$ cat src/rtl/gpr_pkg.sv
`default_nettype none
// ============================================================================
//  Package     : gpr_pkg
//  Description : Shared GPR widths, zero-register constant and the pending
//                write entry type. Used by the writeback path and by gpr.
//  Revision    : 1.0 - initial release
// ============================================================================
package gpr_pkg;

  localparam int REG_ADDR_W = 5;
  localparam int DATA_W     = 32;
  localparam int NUM_REGS   = 32;

  localparam logic [REG_ADDR_W-1:0] REG_ZERO = 5'd0;

  // One pending register write: destination and value.
  typedef struct packed {
    logic [REG_ADDR_W-1:0] rd;
    logic [DATA_W-1:0]     data;
  } wb_entry_t;

  // r0 is hard-wired to zero, so writes aimed at it are dropped.
  function automatic logic is_live_rd(input logic [REG_ADDR_W-1:0] rd);
    return rd != REG_ZERO;
  endfunction

endpackage
`default_nettype wire

$ cat src/rtl/gpr_writeback_if.sv
`default_nettype none
// ============================================================================
//  Interface   : gpr_writeback_if
//  Description : Producer handshakes, GPR write port and decode-stage read
//                bypass signals of the writeback block.
//  Revision    : 1.0 - initial release
// ============================================================================
interface gpr_writeback_if;
  import gpr_pkg::*;

  // ALU producer
  logic                  alu_valid;
  logic [REG_ADDR_W-1:0] alu_rd;
  logic [DATA_W-1:0]     alu_data;
  logic                  alu_ready;
  // Load producer
  logic                  mem_valid;
  logic [REG_ADDR_W-1:0] mem_rd;
  logic [DATA_W-1:0]     mem_data;
  logic                  mem_ready;
  // GPR write port
  logic                  gpr_we;
  logic [REG_ADDR_W-1:0] gpr_waddr;
  logic [DATA_W-1:0]     gpr_wdata;
  // Decode read ports and bypass results
  logic [REG_ADDR_W-1:0] rs_addr;
  logic [REG_ADDR_W-1:0] rt_addr;
  logic [DATA_W-1:0]     rs_gpr;
  logic [DATA_W-1:0]     rt_gpr;
  logic [DATA_W-1:0]     rs_data;
  logic [DATA_W-1:0]     rt_data;
  // Status
  logic                  idle;

  // Writeback block side
  modport slave (
    input  alu_valid, alu_rd, alu_data, mem_valid, mem_rd, mem_data,
    input  rs_addr, rt_addr, rs_gpr, rt_gpr,
    output alu_ready, mem_ready, gpr_we, gpr_waddr, gpr_wdata,
    output rs_data, rt_data, idle
  );

  // Producers / register file / decode side
  modport master (
    output alu_valid, alu_rd, alu_data, mem_valid, mem_rd, mem_data,
    output rs_addr, rt_addr, rs_gpr, rt_gpr,
    input  alu_ready, mem_ready, gpr_we, gpr_waddr, gpr_wdata,
    input  rs_data, rt_data, idle
  );

endinterface
`default_nettype wire

$ cat src/rtl/gpr_writeback_wb_fifo.sv
`default_nettype none
// ============================================================================
//  Module      : wb_fifo
//  Description : DEPTH-entry pending-write queue. Two push ports per cycle
//                (port A is older than port B) and one pop port. The whole
//                entry array is exposed so the owner can search it.
//  Revision    : 1.0 - initial release
// ============================================================================
module wb_fifo
  import gpr_pkg::*;
#(
  parameter int DEPTH = 4,
  parameter int PTR_W = 2
) (
  input  wire logic             clk,
  input  wire logic             rst,
  input  wire logic             push_a,
  input  wire wb_entry_t        push_a_ent,
  input  wire logic             push_b,
  input  wire wb_entry_t        push_b_ent,
  input  wire logic             pop,
  output      wb_entry_t        head,
  output      logic [PTR_W:0]   count,
  output      logic [PTR_W-1:0] rd_ptr,
  output      wb_entry_t        ent [DEPTH],
  output      logic [DEPTH-1:0] ent_valid
);

  localparam int CNT_W = PTR_W + 1;

  logic [PTR_W-1:0] r_wr_ptr;
  logic [PTR_W-1:0] r_rd_ptr;
  logic [CNT_W-1:0] r_count;
  logic [DEPTH-1:0] r_valid;
  wb_entry_t        r_ent [DEPTH];

  // Port B lands just behind port A when both push in the same cycle.
  logic [PTR_W-1:0] w_slot_b;
  assign w_slot_b = r_wr_ptr + PTR_W'(push_a);

  // Pointer, occupancy and valid-bit bookkeeping; cleared by reset.
  always_ff @(posedge clk or posedge rst) begin
    if (rst) begin
      r_wr_ptr <= '0;
      r_rd_ptr <= '0;
      r_count  <= '0;
      r_valid  <= '0;
    end else begin
      if (pop) begin
        r_valid[r_rd_ptr] <= 1'b0;
        r_rd_ptr          <= r_rd_ptr + 1'b1;
      end
      if (push_a) r_valid[r_wr_ptr] <= 1'b1;
      if (push_b) r_valid[w_slot_b] <= 1'b1;
      r_wr_ptr <= r_wr_ptr + PTR_W'(push_a) + PTR_W'(push_b);
      r_count  <= r_count + CNT_W'(push_a) + CNT_W'(push_b) - CNT_W'(pop);
    end
  end

  // Entry payload storage; contents are qualified by the valid bits.
  always_ff @(posedge clk) begin
    if (push_a) r_ent[r_wr_ptr] <= push_a_ent;
    if (push_b) r_ent[w_slot_b] <= push_b_ent;
  end

  assign head      = r_ent[r_rd_ptr];
  assign count     = r_count;
  assign rd_ptr    = r_rd_ptr;
  assign ent       = r_ent;
  assign ent_valid = r_valid;

endmodule
`default_nettype wire

$ cat src/rtl/gpr_writeback.sv
`default_nettype none
// ============================================================================
//  Module      : gpr_writeback
//  Description : GPR writeback initiator. Queues ALU and load results in
//                program order, drains one per cycle into the GPR write port
//                and bypasses pending writes onto the rs/rt read data.
//  Revision    : 1.0 - initial release
// ============================================================================
module gpr_writeback
  import gpr_pkg::*;
#(
  parameter int DEPTH = 4,
  parameter int PTR_W = 2
) (
  input wire logic        clk,
  input wire logic        rst,
  gpr_writeback_if.slave  wb
);

  localparam int               CNT_W        = PTR_W + 1;
  localparam logic [CNT_W-1:0] LVL_ONE_FREE = CNT_W'(DEPTH - 1);
  localparam logic [CNT_W-1:0] LVL_TWO_FREE = CNT_W'(DEPTH - 2);

  wb_entry_t        w_head;
  logic [CNT_W-1:0] w_count;
  logic [PTR_W-1:0] w_rd_ptr;
  wb_entry_t        w_ent [DEPTH];
  logic [DEPTH-1:0] w_valid;

  logic w_mem_ready;
  logic w_mem_take;
  logic w_alu_ready;
  logic w_alu_take;
  logic w_pop;

  // Ready is granted on current occupancy only; a same-cycle pop earns no
  // credit. The load result is older, so it claims a free slot first.
  always_comb begin
    w_mem_ready = !rst && (w_count <= LVL_ONE_FREE);
    w_mem_take  = wb.mem_valid && w_mem_ready && is_live_rd(wb.mem_rd);
    w_alu_ready = !rst && (w_mem_take ? (w_count <= LVL_TWO_FREE)
                                      : (w_count <= LVL_ONE_FREE));
    w_alu_take  = wb.alu_valid && w_alu_ready && is_live_rd(wb.alu_rd);
    w_pop       = !rst && (w_count != '0);
  end

  wb_fifo #(
    .DEPTH (DEPTH),
    .PTR_W (PTR_W)
  ) u_fifo (
    .clk        (clk),
    .rst        (rst),
    .push_a     (w_mem_take),
    .push_a_ent ('{rd: wb.mem_rd, data: wb.mem_data}),
    .push_b     (w_alu_take),
    .push_b_ent ('{rd: wb.alu_rd, data: wb.alu_data}),
    .pop        (w_pop),
    .head       (w_head),
    .count      (w_count),
    .rd_ptr     (w_rd_ptr),
    .ent        (w_ent),
    .ent_valid  (w_valid)
  );

  assign wb.mem_ready = w_mem_ready;
  assign wb.alu_ready = w_alu_ready;
  assign wb.gpr_we    = w_pop;
  assign wb.gpr_waddr = w_head.rd;
  assign wb.gpr_wdata = w_head.data;
  assign wb.idle      = (w_count == '0);

  // One bypass search per read port: 0 for r0, else youngest queued match
  // (the head being written this cycle included), else the raw GPR value.
  for (genvar p = 0; p < 2; p++) begin : g_port
    logic [REG_ADDR_W-1:0] addr;
    logic [DATA_W-1:0]     gpr;
    logic [DATA_W-1:0]     byp;

    assign addr = (p == 0) ? wb.rs_addr : wb.rt_addr;
    assign gpr  = (p == 0) ? wb.rs_gpr  : wb.rt_gpr;

    // Walk oldest to youngest so the last match wins.
    always_comb begin
      logic [PTR_W-1:0] idx;
      byp = gpr;
      idx = w_rd_ptr;
      for (int k = 0; k < DEPTH; k++) begin
        idx = w_rd_ptr + PTR_W'(k);
        if (w_valid[idx] && (w_ent[idx].rd == addr)) byp = w_ent[idx].data;
      end
      if (addr == REG_ZERO) byp = '0;
    end
  end

  assign wb.rs_data = g_port[0].byp;
  assign wb.rt_data = g_port[1].byp;

endmodule
`default_nettype wire

$ cat src/flat_wrapper.sv
// flat-port wrapper written by rule: the top's interface ports become plain ports
module gpr_writeback_flat import gpr_pkg::*;
#(
  parameter int DEPTH = 4,
  parameter int PTR_W = 2
)
  (clk, rst, wb_alu_valid, wb_alu_rd, wb_alu_data, wb_mem_valid, wb_mem_rd, wb_mem_data, wb_rs_addr, wb_rt_addr, wb_rs_gpr, wb_rt_gpr, wb_alu_ready, wb_mem_ready, wb_gpr_we, wb_gpr_waddr, wb_gpr_wdata, wb_rs_data, wb_rt_data, wb_idle);
  gpr_writeback_if wb_i ();
  input wire logic clk;
  input wire logic rst;
  input wire logic [$bits(wb_i.alu_valid)-1:0] wb_alu_valid;
  input wire logic [$bits(wb_i.alu_rd)-1:0] wb_alu_rd;
  input wire logic [$bits(wb_i.alu_data)-1:0] wb_alu_data;
  input wire logic [$bits(wb_i.mem_valid)-1:0] wb_mem_valid;
  input wire logic [$bits(wb_i.mem_rd)-1:0] wb_mem_rd;
  input wire logic [$bits(wb_i.mem_data)-1:0] wb_mem_data;
  input wire logic [$bits(wb_i.rs_addr)-1:0] wb_rs_addr;
  input wire logic [$bits(wb_i.rt_addr)-1:0] wb_rt_addr;
  input wire logic [$bits(wb_i.rs_gpr)-1:0] wb_rs_gpr;
  input wire logic [$bits(wb_i.rt_gpr)-1:0] wb_rt_gpr;
  output wire logic [$bits(wb_i.alu_ready)-1:0] wb_alu_ready;
  output wire logic [$bits(wb_i.mem_ready)-1:0] wb_mem_ready;
  output wire logic [$bits(wb_i.gpr_we)-1:0] wb_gpr_we;
  output wire logic [$bits(wb_i.gpr_waddr)-1:0] wb_gpr_waddr;
  output wire logic [$bits(wb_i.gpr_wdata)-1:0] wb_gpr_wdata;
  output wire logic [$bits(wb_i.rs_data)-1:0] wb_rs_data;
  output wire logic [$bits(wb_i.rt_data)-1:0] wb_rt_data;
  output wire logic [$bits(wb_i.idle)-1:0] wb_idle;
  assign wb_i.alu_valid = wb_alu_valid;
  assign wb_i.alu_rd = wb_alu_rd;
  assign wb_i.alu_data = wb_alu_data;
  assign wb_i.mem_valid = wb_mem_valid;
  assign wb_i.mem_rd = wb_mem_rd;
  assign wb_i.mem_data = wb_mem_data;
  assign wb_i.rs_addr = wb_rs_addr;
  assign wb_i.rt_addr = wb_rt_addr;
  assign wb_i.rs_gpr = wb_rs_gpr;
  assign wb_i.rt_gpr = wb_rt_gpr;
  assign wb_alu_ready = wb_i.alu_ready;
  assign wb_mem_ready = wb_i.mem_ready;
  assign wb_gpr_we = wb_i.gpr_we;
  assign wb_gpr_waddr = wb_i.gpr_waddr;
  assign wb_gpr_wdata = wb_i.gpr_wdata;
  assign wb_rs_data = wb_i.rs_data;
  assign wb_rt_data = wb_i.rt_data;
  assign wb_idle = wb_i.idle;
  gpr_writeback #(.DEPTH(DEPTH), .PTR_W(PTR_W)) u_core (.clk(clk), .rst(rst), .wb(wb_i));
endmodule
$ cat config.mk
export PLATFORM = sky130hd
export DESIGN_NAME = gpr_writeback_flat
export DESIGN_NICKNAME = d
export VERILOG_FILES = /design/src/rtl/gpr_pkg.sv /design/src/rtl/gpr_writeback_if.sv /design/src/rtl/gpr_writeback_wb_fifo.sv /design/src/rtl/gpr_writeback.sv /design/src/flat_wrapper.sv
export SDC_FILE = /design/constraint.sdc
export NUM_CORES = 1
export LEC_CHECK = 0
export BUFFER_PORTS_ARGS = -buffer_cell sky130_fd_sc_hd__buf_2
export CAP_MARGIN = 30
export CORE_MARGIN = 4
export CORE_UTILIZATION = 62
export CTS_CLUSTER_SIZE = 40
export DETAILED_ROUTE_END_ITERATION = 6
export HOLD_SLACK_MARGIN = 0.03
export PLACE_DENSITY = 0.95
export SETUP_SLACK_MARGIN = 0.05
export SLEW_MARGIN = 10
export SYNTH_ARGS = -nofsm -noshare
export SYNTH_HDL_FRONTEND = slang
export SYNTH_SLANG_ARGS = --single-unit
$ cat constraint.sdc
create_clock -name clk -period 12.8 [get_ports clk]
set_clock_uncertainty 0.1 [all_clocks]
set_input_delay 1.28 -clock clk [delete_from_list [all_inputs] [get_ports clk]]
set_output_delay 1.28 -clock clk [all_outputs]
set_load 0.01 [all_outputs]
# [Yosys cells after proc, flatten, opt, wreduce, memory -nomap -nowiden]
# Cells that the tools add are included.
[totals] reg_bits=159 inputBits=152 out_inout_bits=105
[classes] addsub=8 order_cmp=19 eq_ne=8 n_mux=48 bitwise_logic=10 n_reduce_logical=27
[ops] cell="37-bit 2-to-1 mux" n=10
[ops] cell="32-bit 2-to-1 mux" n=10
[ops] cell="37-bit binary-select mux with 2-bit select" n=4
[ops] cell="148-bit bitwise mux" n=2
[ops] cell="148-bit 2-to-1 mux" n=2
[ops] cell="37-bit demux with 2-bit select" n=2
[ops] cell="5-bit equality test" n=8
[ops] cell="1-bit logical AND" n=20
[ops] cell="3-bit >= comparator (second input constant)" n=6
[ops] cell="2-bit by 3-bit < comparator with 1-bit output (second input constant)" n=6
[ops] cell="2-bit inverter with 3-bit output" n=6
[ops] cell="4-bit 2-to-1 mux" n=3
[ops] cell="5-bit zero test" n=2
[ops] cell="5-bit nonzero test" n=2
[ops] cell="1-bit binary-select mux with 2-bit select" n=4
[ops] cell="1-bit 2-to-1 mux" n=8
[ops] cell="4-bit OR" n=2
[ops] cell="3-bit by 1-bit adder with 3-bit output" n=2
[ops] cell="1-bit demux with 2-bit select" n=3
[ops] cell="2-bit by 1-bit >= comparator with 1-bit output (second input constant)" n=3
[ops] cell="3-bit by 2-bit less-or-equal comparator with 1-bit output (second input constant)" n=2
[ops] cell="3-bit by 1-bit < comparator with 1-bit output (second input constant)" n=2
[ops] cell="2-bit by 1-bit adder with 2-bit output" n=2
[ops] cell="2-bit adder (second input constant)" n=2
[ops] cell="other kinds (7)" n=7

# [Logic depth before layout (Yosys ltp)]
[logic_depth] ltp_word=12 depth_mapped=18 depth_no_buf=12

# [Cells and area by module]
# Synthesis repeated with hierarchy kept, for this count alone.
[unflattened] hier_cells=1903 area_unflattened_um2=14750.4
[by_module_without_submodules] mod="wb_fifo" instances=1 cells_per_inst=927 area_per_inst_um2=7825.0
[by_module_without_submodules] mod="gpr_writeback" instances=1 cells_per_inst=976 area_per_inst_um2=6925.4

# [Least setup slack after synthesis]
# No wires, ideal clock.
[synth_path] kind="register to output" startpoint="register u_core.u_fifo.r_rd_ptr[0], in the netlist u_core.u_fifo.rd_ptr[0]" endpoint="output port wb_rs_data[21]" arrival_ns=4.166 t_required_ns=11.420 slack_ns=7.254 path_stages_with_launch=19 path_buffers=10 path_cell_list="dfrtp_1 buf_6 buf_6 buf_6 buf_6 buf_2 buf_4 buf_2 inv_1 ha_1 buf_2 mux4_2 xnor2_1 nand4_1 or2_1 clkbuf_1 buf_1 a311oi_1 o221a_1"
[synth_lines] element="from (decl)" line_no="gpr_writeback_wb_fifo.sv:32" text="logic [PTR_W-1:0] r_rd_ptr;"
[synth_lines] element="from (signal assigned)" line_no="gpr_writeback_wb_fifo.sv:51" text="r_rd_ptr <= r_rd_ptr + 1'b1;"
[synth_lines] element="2-bit adder (*)" line_no="gpr_writeback.sv:88" text="idx = w_rd_ptr + PTR_W'(k);"
[synth_lines] element="via u_core.g_port[0].$11.idx[0]" line_no="gpr_writeback.sv:84" text="logic [PTR_W-1:0] idx;"
[synth_lines] element="2-bit inverter with 3-bit output (implied by the code)" line_no="gpr_writeback.sv:89" text="if (w_valid[idx] && (w_ent[idx].rd == addr)) byp = w_ent[idx].data;"
[synth_lines] element="37-bit binary-select mux with 2-bit select" line_no="gpr_writeback.sv:89"
[synth_lines] element="37-bit 2-to-1 mux (implied by the code) (2 in series)" line_no="gpr_writeback.sv:89"
[synth_lines] element="5-bit equality test" line_no="gpr_writeback.sv:89"
[synth_lines] element="1-bit logical AND" line_no="gpr_writeback.sv:89"
[synth_lines] element="32-bit 2-to-1 mux (*)" line_no="gpr_writeback.sv:89"
[synth_lines] element="32-bit 2-to-1 mux (*)" line_no="gpr_writeback.sv:91" text="if (addr == REG_ZERO) byp = '0;"
[synth_lines] element="to (decl)" line_no="flat_wrapper.sv:26" text="output wire logic [$bits(wb_i.rs_data)-1:0] wb_rs_data;"
# Mark *: on every way through the listed nets, which the timed path passes. The rest lies on a longest branch. The select of a mux whose other input is x is not followed.

# [Worst setup path in the final report]
[layout_path] startpoint="register u_core.u_fifo.r_rd_ptr[1], in the netlist u_core.u_fifo.rd_ptr[1]" endpoint="output port wb_rs_data[31]"
[layout_via] elab_chain_len=11
[layout_lines] element="2-bit by 1-bit adder with 2-bit output or 2-bit inverter with 3-bit output (tied branches)" line_no="gpr_writeback.sv:88, gpr_writeback.sv:89"
[layout_lines] element="2-bit inverter with 3-bit output (implied by the code) or 37-bit binary-select mux with 2-bit select (tied branches)" line_no="gpr_writeback.sv:89"
[layout_lines] element="37-bit binary-select mux with 2-bit select or 37-bit 2-to-1 mux (tied branches)" line_no="gpr_writeback.sv:89"
[layout_lines] element="37-bit 2-to-1 mux (implied by the code)" line_no="gpr_writeback.sv:89"
[layout_lines] element="37-bit 2-to-1 mux (implied by the code) or 5-bit equality test (tied branches)" line_no="gpr_writeback.sv:89"
[layout_lines] element="5-bit equality test or 1-bit logical AND (tied branches)" line_no="gpr_writeback.sv:89"
[layout_lines] element="1-bit logical AND or 32-bit 2-to-1 mux (tied branches)" line_no="gpr_writeback.sv:89"
[layout_lines] element="32-bit 2-to-1 mux (2 in series)" line_no="gpr_writeback.sv:89"
[layout_lines] element="32-bit 2-to-1 mux (*)" line_no="gpr_writeback.sv:89"
[layout_lines] element="32-bit 2-to-1 mux (*)" line_no="gpr_writeback.sv:91"
# Every way passes the cells marked *; elsewhere a longest branch is shown, timed or not. The select of a mux whose other input is x is not followed.

==> qor.txt <==
RUN STATUS
-----------------------------------------------------------------------------------------------------
Result of the run ...................................................................... finished with violations
Failing checks ......................................................................... design-rule violations

TIMING
-----------------------------------------------------------------------------------------------------
RSZ-0062 raised after global routing ...................................................        false
Fin crit period ........................................................................      7050 ps
Count of pins over their slew limit ....................................................            0
Final setup viols ......................................................................            0
Headroom to the max-slew limit .........................................................        0.321
Worst Tran Pin Value ...................................................................      1020 ps
Period Utilization, post-route .........................................................        0.551
Sum Neg Setup Slack ....................................................................         0 ps
Final Hold Fails .......................................................................            0
Fmax ...................................................................................      142 MHz

FLOORPLAN
-----------------------------------------------------------------------------------------------------
Number of placed I/O pins ..............................................................          257
Num rows ...............................................................................           55
Die Width ..............................................................................       160 um
Initial core utilization ...............................................................        0.631
Die Outline Area .......................................................................  25500 sq um
Die span in y ..........................................................................       160 um
Area of the core .......................................................................  22600 sq um

POWER AND IR DROP
-----------------------------------------------------------------------------------------------------
Net Sw Frac ............................................................................        0.479
Portion of total power attributed to the clock network .................................        0.111
Total power after layout ...............................................................      4.78 mW
Power density over the cells ...........................................................  296 nW/um^2
Internal power .........................................................................      2.49 mW
Logic pwr share ........................................................................        0.661
Switching power summed over all nets ...................................................      2.29 mW
Portion of total power attributed to sequential cells ..................................        0.228
Reported leakage power .................................................................      6.32 nW
Worst IR drop on VDD ...................................................................     0.227 mV

CELLS AND AREA
-----------------------------------------------------------------------------------------------------
Share of cells above drive strength 1 ..................................................        0.316
Multi-input gate area in the final layout ..............................................  10300 sq um
Number of nets in the finished design ..................................................         1768
Flip-flop and latch area ...............................................................   3250 sq um
Area growth from synthesis to layout ...................................................        13.0%
Number of fill cells ...................................................................         1580

CTS
-----------------------------------------------------------------------------------------------------
Clock Tree Root ........................................................................    clkbuf_16
Number of buffers added by the clock tree synthesis step ...............................           17
Setup Fix Bufs, Post-CTS ...............................................................            0
Count of hold-fix buffers inserted at cts ..............................................            0
CTS H-tree depth .......................................................................            4
CTS tree ...............................................................................         done
Maximum root-to-sink buffer count ......................................................            2
Count of cells resized by post-cts repair ..............................................            0
Clock Sink Count .......................................................................          159
Clock transition at the registers of the reported paths ................................        70 ps
Clock latency at the later pin of the worst-skew pair ..................................       420 ps

DETAILED ROUTING
-----------------------------------------------------------------------------------------------------
Via density per instance ...............................................................         7.70
Final antenna-violating net count ......................................................            0
Overall routed net length ..............................................................      51.7 mm
Violation count after the first detailed-route iteration ...............................         2587
Final routed DRC violation total .......................................................            4
Wire per inst ..........................................................................      27.0 um
Via Count ..............................................................................        14752
1st-pass router iterations .............................................................            7

GRT
-----------------------------------------------------------------------------------------------------
Total congestion overflow after global routing .........................................            0
Maximum number of pins on one net before global-route repair ...........................           68
Number of global-route vias before repair ..............................................        14523
Total GRT Usage ........................................................................        0.392
First-pass GRT wire length .............................................................      80.0 mm
Antenna violations before repair .......................................................           14

SYNTHESIS
-----------------------------------------------------------------------------------------------------
Post-synth net total ...................................................................         1637
Largest area contributor in the netlist ................................................       mux4_2
Netlist area before placement ..........................................................  14300 sq um
Cells taking the most area after synthesis ............................................. mux4_2 24%, dfxtp_1 21%, mux2i_1 10%, o21ai_1 5.3%, nand2_1 5.1%
Number of enable-type register cells in the synthesized netlist ........................            0
Share of the yosys chip area belonging to registers ....................................        0.227
Post-synthesis share of cell area spent on full adders, half adders and majority gates .       0.0107
Synthesized-area fraction occupied by ao, oa, aoi and oai cells ........................        0.207
Register bit total from synthesis ......................................................          159
Xor and xnor area share after synthesis ................................................       0.0318
Synth Flop Type ........................................................................      dfxtp_1
Yosys warning total ....................................................................            0
Portion of netlist area occupied by mux cells ..........................................        0.343
Synth cell types .......................................................................           41
Largest family of logic cells by synthesized area ...................................... multiplexers
Post-synthesis area per instance .......................................................   9.69 sq um
Top-area cell type share of the netlist area ...........................................        0.240
Post-synthesis cell count ..............................................................         1474
Synth Area in Simple Gates .............................................................        0.120
Async SR Flop Fraction .................................................................       0.0692

CRITICAL PATH
-----------------------------------------------------------------------------------------------------
Cells along the critical path .......................................................... inv_1 > ha_4 > buf_4 > mux4_2 > nand2_2 > or2_2 > a311oi_1 > o221a_1 > buf_2
Maximum fanout along the worst path ....................................................           67
Longest individual stage delay on the worst path .......................................       930 ps
CP Capture Type ........................................................................  output port
CP Class ...............................................................................   reg -> out
Buffers plus inverters on the worst setup path .........................................            3
Signal arrival time at the worst endpoint ..............................................      5670 ps
Top cell family by delay on the critical path .......................................... simple AND/OR/NAND/NOR gates
Category of the worst setup path launch point ..........................................    flip-flop
Required time at the worst-slack endpoint ..............................................     11420 ps
Cell with the largest stage delay on the worst path ....................................        or2_2

PLACE
-----------------------------------------------------------------------------------------------------
Port bufs ..............................................................................          256
Half-perimeter wire length after placement .............................................      32.7 mm
Routability Congestion .................................................................        0.919

WORST HOLD PATH
-----------------------------------------------------------------------------------------------------
Class of the most critical hold timing path ............................................   reg -> reg

FLOW RUN
-----------------------------------------------------------------------------------------------------
Max-cap check violation count ..........................................................            0

==> stage by stage <==
stage                     utilization  std cells  cell area [sq um]  hold WS (ps)  setup slack [ps]
final                           0.713       1916              16100           484              5750
after CTS                       0.706       1895              16000           471              5530
after floorplan                     -       1474              14300           405              7250
after global placement          0.679       1864              15400           438              6370
after detailed placement        0.680       1865              15400           465              6120
after global routing            0.713       1911              16100           504              5660
==> power groups by stage <==
stage | clock network, mW | logic [mW] | registers [mW]
floorplan | 0 | 2.31 | 0.923
global route | 0.549 | 3.31 | 1.12
CTS | 0.525 | 3.00 | 1.10
global placement | 0 | 2.87 | 1.05
detailed placement | 0 | 2.97 | 1.10
finish | 0.530 | 3.16 | 1.09
==> worst min-delay path, cell delays in order (launching register included) <==
cell and delay [ps]:
dfxtp_1 340, mux2i_1 130, o21ai_1 70
==> cells in the final DEF, fill, tap and decap left out, types with 3 or more instances in the layout <==
cell type | synthesis | layout
diode_2 | 0 | 15
nor2_1 | 6 | 6
xnor2_2 | 8 | 8
ha_1 | 9 | 8
buf_2 | 55 | 256
o21ai_0 | 65 | 65
nand4_1 | 4 | 4
bufinv_16 | 0 | 3
dfxtp_1 | 148 | 148
o21ai_1 | 150 | 150
dfrtp_1 | 11 | 9
xnor2_1 | 26 | 26
a311oi_2 | 11 | 11
a21o_1 | 64 | 64
nand2_1 | 193 | 191
clkbuf_16 | 0 | 17
a211o_1 | 3 | 3
and3_2 | 0 | 4
a311oi_1 | 53 | 53
inv_1 | 12 | 12
buf_4 | 5 | 24
mux4_2 | 152 | 152
nor3_1 | 69 | 69
o221a_1 | 64 | 64
xor2_1 | 11 | 9
or2_2 | 0 | 4
buf_12 | 0 | 3
or3_1 | 64 | 64
mux2i_1 | 148 | 148
==> area by class of cell <==
| type | instances | share of cell area |
|---|---|---|
| multi-input cells | 1129 | 0.637 |
| flip-flops and latches | 159 | 0.201 |
| repair buffers | 286 | 0.0981 |
| clock buffers | 21 | 0.0285 |
| well taps | 285 | 0.0221 |
| clock inverters | 9 | 0.00829 |
| inverters | 12 | 0.00279 |
| diodes | 15 | 0.00232 |
==> worst paths after layout <==
path	slack (ps)	cells past startpoint	to	from
max	5750	9	wb_rs_data[31]	u_core.u_fifo.rd_ptr[1]
min	480	2	u_core.u_fifo.ent[74]	u_core.u_fifo.ent[74]
max reg2reg	9210	11	u_core.u_fifo.ent[97]	u_core.u_fifo.count[2]
min reg2reg	480	2	u_core.u_fifo.ent[74]	u_core.u_fifo.ent[74]
max in group asynchronous	11500	2	u_core.u_fifo.rd_ptr[1]	rst
min in group asynchronous	760	2	u_core.u_fifo.ent_valid[0]	rst
==> cells by family after synthesis <==
group / after synthesis
AOI/OAI and AO/OA: 412
xor gates and xnor gates: 45
adders and majority gates: 11
buffers and inverters: 186
DFF: 159
muxes: 300
and+or+nand+nor: 361
==> flip-flops by register name (all words and copies together) (netlist names) <==
name and cells:
u_core.u_fifo.count 3, u_core.u_fifo.rd_ptr 2, u_core.u_fifo.ent 148, u_core.u_fifo.r_wr_ptr 2, u_core.u_fifo.ent_valid 4
==> metal layers <==
layer	part of all wire	up-vias	global-route usage
met3	0.15	368	0.119
met5	0.0012	-	0
met1	0.33	6873	0.491
met4	0.065	8	0.228
li1	-	6016	-
met2	0.45	1487	0.604
==> synth_stat cells, types with 5 or more instances <==
cell type / number
mux2i_1: 148
dfrtp_1: 11
ha_1: 9
clkbuf_1: 93
a311oi_2: 11
buf_2: 55
o21ai_0: 65
xnor2_1: 26
nor3_1: 69
nor2_1: 6
buf_4: 5
a21o_1: 64
dfxtp_1: 148
xnor2_2: 8
mux4_2: 152
a311oi_1: 53
or3_1: 64
inv_1: 12
nand2_1: 193
buf_1: 10
buf_6: 11
o221a_1: 64
xor2_1: 11
o21ai_1: 150
(Power assumes the default switching activity.)
